[src/rtl/led_ctrl_pkg.sv]
// Shared types and constants for the switch-driven LED mode controller.
// Holds the mode encoding, the per-mode state record and its helper functions.
package led_ctrl_pkg;

    typedef enum logic [1:0] {
        MODE_PASS   = 2'd0,
        MODE_TOGGLE = 2'd1,
        MODE_CHASE  = 2'd2,
        MODE_COUNT  = 2'd3
    } mode_e;

    localparam logic [3:0] CHASE_INIT             = 4'b0001;
    localparam int         DEFAULT_DEBOUNCE_LIMIT = 250000;
    localparam int         DEFAULT_STEP_CYCLES    = 6250000;

    // Complete architectural state of the sequencer, visible as one record.
    typedef struct packed {
        mode_e      mode;
        logic [2:0] toggle;     // LED4..LED2 in TOGGLE mode
        logic [3:0] chase_pat;  // one-hot, LED4..LED1
        logic       chase_up;
        logic       chase_run;
        logic [3:0] count;
    } ctrl_state_t;

    function automatic ctrl_state_t state_init(input mode_e mode);
        ctrl_state_t s;
        s.mode      = mode;
        s.toggle    = '0;
        s.chase_pat = CHASE_INIT;
        s.chase_up  = 1'b1;
        s.chase_run = 1'b1;
        s.count     = '0;
        return s;
    endfunction

    function automatic mode_e next_mode(input mode_e mode);
        mode_e n;
        case (mode)
            MODE_PASS:   n = MODE_TOGGLE;
            MODE_TOGGLE: n = MODE_CHASE;
            MODE_CHASE:  n = MODE_COUNT;
            default:     n = MODE_PASS;
        endcase
        return n;
    endfunction

    // Up moves LED1->LED2->LED3->LED4->LED1; down is the reverse.
    function automatic logic [3:0] chase_rotate(input logic [3:0] pat, input logic up);
        return up ? {pat[2:0], pat[3]} : {pat[0], pat[3:1]};
    endfunction

endpackage

[src/rtl/debounce_filter.sv]
// Two-flop synchroniser followed by a stability counter for one raw switch.
// Emits the filtered level and a single-cycle pulse on each 1->0 transition.
module debounce_filter #(
    parameter int DEBOUNCE_LIMIT = 250000
) (
    input  logic i_Clk,
    input  logic i_Rst_L,
    input  logic i_Raw,
    output logic o_Level,
    output logic o_Release
);

    localparam int              CW       = (DEBOUNCE_LIMIT > 1) ? $clog2(DEBOUNCE_LIMIT) : 1;
    localparam logic [CW-1:0]   CNT_LAST = CW'(DEBOUNCE_LIMIT - 1);

    logic          meta_q;
    logic          sync_q;
    logic          level_q;
    logic          rel_q;
    logic [CW-1:0] cnt_q;

    always_ff @(posedge i_Clk) begin
        if (!i_Rst_L) begin
            meta_q  <= 1'b0;
            sync_q  <= 1'b0;
            level_q <= 1'b0;
            rel_q   <= 1'b0;
            cnt_q   <= '0;
        end else begin
            meta_q <= i_Raw;
            sync_q <= meta_q;
            rel_q  <= 1'b0;
            // Any sample that agrees with the filtered level restarts the count.
            if (sync_q != level_q) begin
                if (cnt_q == CNT_LAST) begin
                    level_q <= sync_q;
                    cnt_q   <= '0;
                    rel_q   <= level_q;
                end else begin
                    cnt_q <= cnt_q + 1'b1;
                end
            end else begin
                cnt_q <= '0;
            end
        end
    end

    assign o_Level   = level_q;
    assign o_Release = rel_q;

endmodule

[src/rtl/switch_led_mode_ctrl.sv]
// Shares the four board LEDs between PASS, TOGGLE, CHASE and COUNT modes.
// Switch 1 release cycles the mode; switches 2-4 releases are per-mode commands.
module switch_led_mode_ctrl
    import led_ctrl_pkg::*;
#(
    parameter int DEBOUNCE_LIMIT = DEFAULT_DEBOUNCE_LIMIT,
    parameter int STEP_CYCLES    = DEFAULT_STEP_CYCLES
) (
    input  logic i_Clk,
    input  logic i_Rst_L,
    input  logic i_Switch_1,
    input  logic i_Switch_2,
    input  logic i_Switch_3,
    input  logic i_Switch_4,
    output logic o_LED_1,
    output logic o_LED_2,
    output logic o_LED_3,
    output logic o_LED_4
);

    localparam int                STEP_W    = (STEP_CYCLES > 1) ? $clog2(STEP_CYCLES) : 1;
    localparam logic [STEP_W-1:0] STEP_LAST = STEP_W'(STEP_CYCLES - 1);

    logic [3:0] raw;
    logic [3:0] level;
    logic [3:0] rel;

    assign raw = {i_Switch_4, i_Switch_3, i_Switch_2, i_Switch_1};

    for (genvar g = 0; g < 4; g++) begin : g_deb
        debounce_filter #(
            .DEBOUNCE_LIMIT(DEBOUNCE_LIMIT)
        ) u_deb (
            .i_Clk    (i_Clk),
            .i_Rst_L  (i_Rst_L),
            .i_Raw    (raw[g]),
            .o_Level  (level[g]),
            .o_Release(rel[g])
        );
    end

    ctrl_state_t       st_q;
    ctrl_state_t       st_d;
    logic [STEP_W-1:0] step_q;
    logic [STEP_W-1:0] step_d;
    logic [3:0]        leds_q;
    logic [3:0]        leds_d;

    always_comb begin
        st_d   = st_q;
        step_d = step_q;
        leds_d = '0;

        // A mode change swallows any command released in the same cycle.
        if (rel[0]) begin
            st_d   = state_init(next_mode(st_q.mode));
            step_d = '0;
        end else begin
            case (st_q.mode)
                MODE_TOGGLE: begin
                    st_d.toggle = st_q.toggle ^ rel[3:1];
                end
                MODE_CHASE: begin
                    if (rel[1]) begin
                        st_d.chase_up = ~st_q.chase_up;
                    end
                    if (rel[3]) begin
                        st_d.chase_pat = CHASE_INIT;
                        st_d.chase_run = 1'b1;
                        step_d         = '0;
                    end else begin
                        // The step in progress still uses the old direction.
                        if (st_q.chase_run) begin
                            if (step_q == STEP_LAST) begin
                                step_d         = '0;
                                st_d.chase_pat = chase_rotate(st_q.chase_pat, st_q.chase_up);
                            end else begin
                                step_d = step_q + 1'b1;
                            end
                        end
                        if (rel[2]) begin
                            st_d.chase_run = ~st_q.chase_run;
                        end
                    end
                end
                MODE_COUNT: begin
                    if (rel[3]) begin
                        st_d.count = '0;
                    end else if (rel[1]) begin
                        st_d.count = st_q.count + 4'd1;
                    end else if (rel[2]) begin
                        st_d.count = st_q.count - 4'd1;
                    end
                end
                default: begin
                end
            endcase
        end

        case (st_d.mode)
            MODE_PASS:   leds_d = level;
            MODE_TOGGLE: leds_d = {st_d.toggle, 1'b0};
            MODE_CHASE:  leds_d = st_d.chase_pat;
            MODE_COUNT:  leds_d = st_d.count;
            default:     leds_d = '0;
        endcase
    end

    always_ff @(posedge i_Clk) begin
        if (!i_Rst_L) begin
            st_q   <= state_init(MODE_PASS);
            step_q <= '0;
            leds_q <= '0;
        end else begin
            st_q   <= st_d;
            step_q <= step_d;
            leds_q <= leds_d;
        end
    end

    assign o_LED_1 = leds_q[0];
    assign o_LED_2 = leds_q[1];
    assign o_LED_3 = leds_q[2];
    assign o_LED_4 = leds_q[3];

endmodule
[config.mk]
export PLATFORM = sky130hd
export DESIGN_NAME = switch_led_mode_ctrl
export DESIGN_NICKNAME = d
export VERILOG_FILES = /design/src/rtl/led_ctrl_pkg.sv /design/src/rtl/debounce_filter.sv /design/src/rtl/switch_led_mode_ctrl.sv
export SDC_FILE = /design/constraint.sdc
export NUM_CORES = 1
export LEC_CHECK = 0
export BUFFER_PORTS_ARGS = -buffer_cell sky130_fd_sc_hd__buf_2
export CORE_ASPECT_RATIO = 1.75
export CORE_MARGIN = 2
export CORE_UTILIZATION = 35
export CTS_BUF_LIST = sky130_fd_sc_hd__clkbuf_16
export DETAILED_ROUTE_END_ITERATION = 6
export PLACE_DENSITY_LB_ADDON = 0.3
export SLEW_MARGIN = 40
export SYNTH_ARGS = -nofsm -noshare
export SYNTH_HDL_FRONTEND = slang
export SYNTH_SLANG_ARGS = --single-unit
[constraint.sdc]
create_clock -name i_Clk -period 2.2 [get_ports i_Clk]
set_input_delay 0.22 -clock i_Clk [delete_from_list [all_inputs] [get_ports i_Clk]]
set_output_delay 0.22 -clock i_Clk [all_outputs]
set_load 0.01 [all_outputs]
==> summary.md <==
| Metric | Value |
|---|---|
| Initial Utilization | 35.6% |
| CTS buffer count | 17 |
| Worst Setup End Kind | flop |
| Setup ws final | 0.0963 ns |
| CTS sink cnt | 130 |
| Post-synthesis mux area share | 2.15% |
| Layout Utilization | 41.5% |
| Vias/cell | 5.04 |
| Ys Warns | 0 |
| Post-route ant nets | 0 |
| Netlist cell types | 55 |
| Worst Path Arrival | 2.42 ns |
| Synth Area in Simple Gates | 28.6% |
| Die X | 102 um |
| Pre-CTS setup slack | 0.140 ns |
| DRC errors left | 0 |
| Area leader, netlist | dfxtp_1 |
| Placer Congestion | 0.822 |
| Asr flop ratio synth | 0% |
| CTS H-tree lvls | 4 |
| Worst path slowest cell | or4b_1 |
| Crit. Startpoint | st_q[14] |
| Setup TNS | 0 ns |
| Post-Synth Adder-Cell Area | 2.58% |
| Largest net degree at the start of global routing | 19 |
| Pre-antenna DRT Iters | 4 |
| Die area | 17700 um^2 |
| Die Span Y | 175 um |
| First-pass GRT wire length | 21400 um |
| Clk_skew | 0.00816 ns |
| GRT Residual Overflow | 0 |
| Root Buffer | clkbuf_16 |
| Outcome | complete, no violations |
| Dpl hpwl | 8820 um |
| CP Cell Sequence | ha_1 -> or4b_1 -> o22ai_2 -> xnor2_1 -> o221a_1 -> a311oi_1 |
| Compound-Gate Fraction of Synth Area | 6.16% |
| Final #Nets | 705 |
| Share of layout cells above drive strength 1 | 11.0% |
| Avg WL per Cell | 13.4 um |
| DRT Wirelength | 12400 um |
| Mapped Cells | 660 |
| Leading cell type by number of instances after synthesis | dfxtp_1 |
| Tcrit/Tclk final | 95.6% |
| Area delta synth->final | 16.4% |
| Maxcap violations | 0 |
| Worst skew pair latency | 0.42 ns |
| Vias in the first global route | 4698 |
| Cell area power density | 761 nW/um^2 |
| Std-Cell Rows | 62 |
| Netlist Area Pre-Place | 5830 um^2 |
| EDFF count, synth | 0 |
| Max Clock Freq | 475 MHz |
| Top cells by area, synth | dfxtp_1 45%, nor2_1 7.7%, xor2_1 7.4%, xnor2_1 5.9%, nand3_1 3.8% |
| Slew margin rel. | 55.0% |
| Synth Area per Inst | 8.83 um^2 |
| Worst r2r src | st_q[14] |
| Main combinational cell family by area after synthesis | simple AND/OR/NAND/NOR gates |
| Worst vdd ir | 0.313 mV |
| IO buf count | 9 |
| Clock tree buffer depth | 2 |
| Critical path class | reg2reg |
| Top FF cell, synth | dfxtp_1 |
| Final Hold Fails | 0 |
| Critical Path RT | 2.52 ns |
| Setup Viol. Count Final | 0 |
| P_leak | 2.36 nW |
| Sequential fraction of the synthesis area | 44.7% |
| CP peak stage delay | 0.47 ns |
| Syn Nets | 678 |
| Yosys top cell area share | 44.7% |
| Register area | 2600 um^2 |
| Xor/xnor share of the synthesized area | 13.2% |
| Total GRT Usage | 15.0% |
| Worst hold-check path type | in2reg |
| Clk slew on worst S/H paths | 0.06 ns |
| DR iter-0 viols | 165 |
| Worst-Margin Slew | 0.670 ns |
| Crit start category | flop |
| Via count | 4654 |
| Most instantiated cells after synthesis | 130 x dfxtp_1, 119 x nor2_1, 49 x xor2_1 |
| Minimum clock period after layout | 2.10 ns |
| CP Max Fanout | 7 |
| TritonCTS clock tree | yes |
| Yosys reg bits | 130 |
| Filler cells | 1608 |
| CORE AREA | 16400 um^2 |
| Diodes inserted | 0 |
| Overall Power | 0.00516 W |
| Hold path startpoint | i_Switch_2 |
| Slew Limit Fails | 0 |
| Io pins | 10 |
| Initial antenna violation count | 0 |
| Multi-input gate area | 3090 um^2 |
cell type report:
class	instances	share of cell area, %
multi-input combinational	493	45.6
sequential	130	38.3
clock buffer	17	6.27
tap	224	4.13
timing repair buffer	25	2.47
clock inverter	15	2.12
inverter	20	1.11
routing by layer:
layer  global-route usage, %  vias to the layer above  wire, um
met5                       0                        -         0
met4                    7.21                        0       269
met3                    3.32                       23       321
met2                    27.5                       76      6730
met1                    15.6                     2225      5030
li1                        -                     2330         -
worst paths after layout:
path / end / slack [ns] / cells past startpoint
worst max-delay path: leds_q[3] / 0.1 / 6
worst max register to register: leds_q[3] / 0.1 / 6
worst min register to register: g_deb[3].u_deb.sync_q / 0.43 / 1
worst min-delay path: g_deb[1].u_deb.meta_q / 0.02 / 2
where the power goes:
group	leakage [nW]	total [W]	internal, W	switching (W)
registers	1.05	0.00238	0.00237	0.00000954
clock network	0.284	0.00272	0.00166	0.00107
logic	1.03	0.0000640	0.0000244	0.0000395
total	2.36	0.00516	0.00405	0.00112
cells in the final DEF (no fill, tap or decap), drive strengths merged, types with 5 or more instances in the layout:
master	instances
o21ai	11
mux2i	8
and3	13
dfxtp	130
nand3	44
nand3b	5
nor2	122
nor4	12
clkinv	9
buf	24
ha	12
nand4	22
inv	22
and4	8
xor2	49
or3	5
nand2	45
nor4b	6
o211ai	6
xnor2	39
a21oi	16
nor3	15
clkbuf	17
and2	13
sequential cells by signal (all words and copies together) (netlist names):
| register | cells |
|---|---|
| g_deb.u_deb.cnt_q | 72 |
| step_q | 23 |
| st_q | 15 |
| g_deb.u_deb.meta_q | 4 |
| g_deb.u_deb.o_Level | 4 |
| g_deb.u_deb.o_Release | 4 |
| g_deb.u_deb.sync_q | 4 |
| leds_q | 4 |
critical path: cells and delay by family (launching register included):
family / cells / cell delay [ns]
compound gates: 3 / 0.72
simple gates: 1 / 0.47
flops: 1 / 0.44
fa+ha+maj: 1 / 0.24
xor+xnor: 1 / 0.14
kinds of logic after synthesis:
logic type / count (synthesis)
and+or+nand+nor: 327
buffers and inverters: 37
xor gates and xnor gates: 88
adders and majority gates: 12
AOI/OAI and AO/OA: 54
muxes: 12
DFF: 130
per-stage QoR:
stage | cells | cell area, um^2 | hold slack [ns]
after global placement | 890 | 6180 | 0.421
after floorplan | 660 | 5830 | 0.347
final | 924 | 6790 | 0.0165
after CTS | 923 | 6760 | 0.00220
after detailed placement | 890 | 6180 | 0.417
after global routing | 924 | 6790 | 0.0185
timing repair:
action / in CTS / in global routing
resized for setup: 0 / 4
buffers inserted: 0 / 1
hold buffers: 1 / 0
endpoints found under the setup margin: 0 / 6
endpoints found under the hold margin: 1 / 0
(Power assumes the default switching activity.)
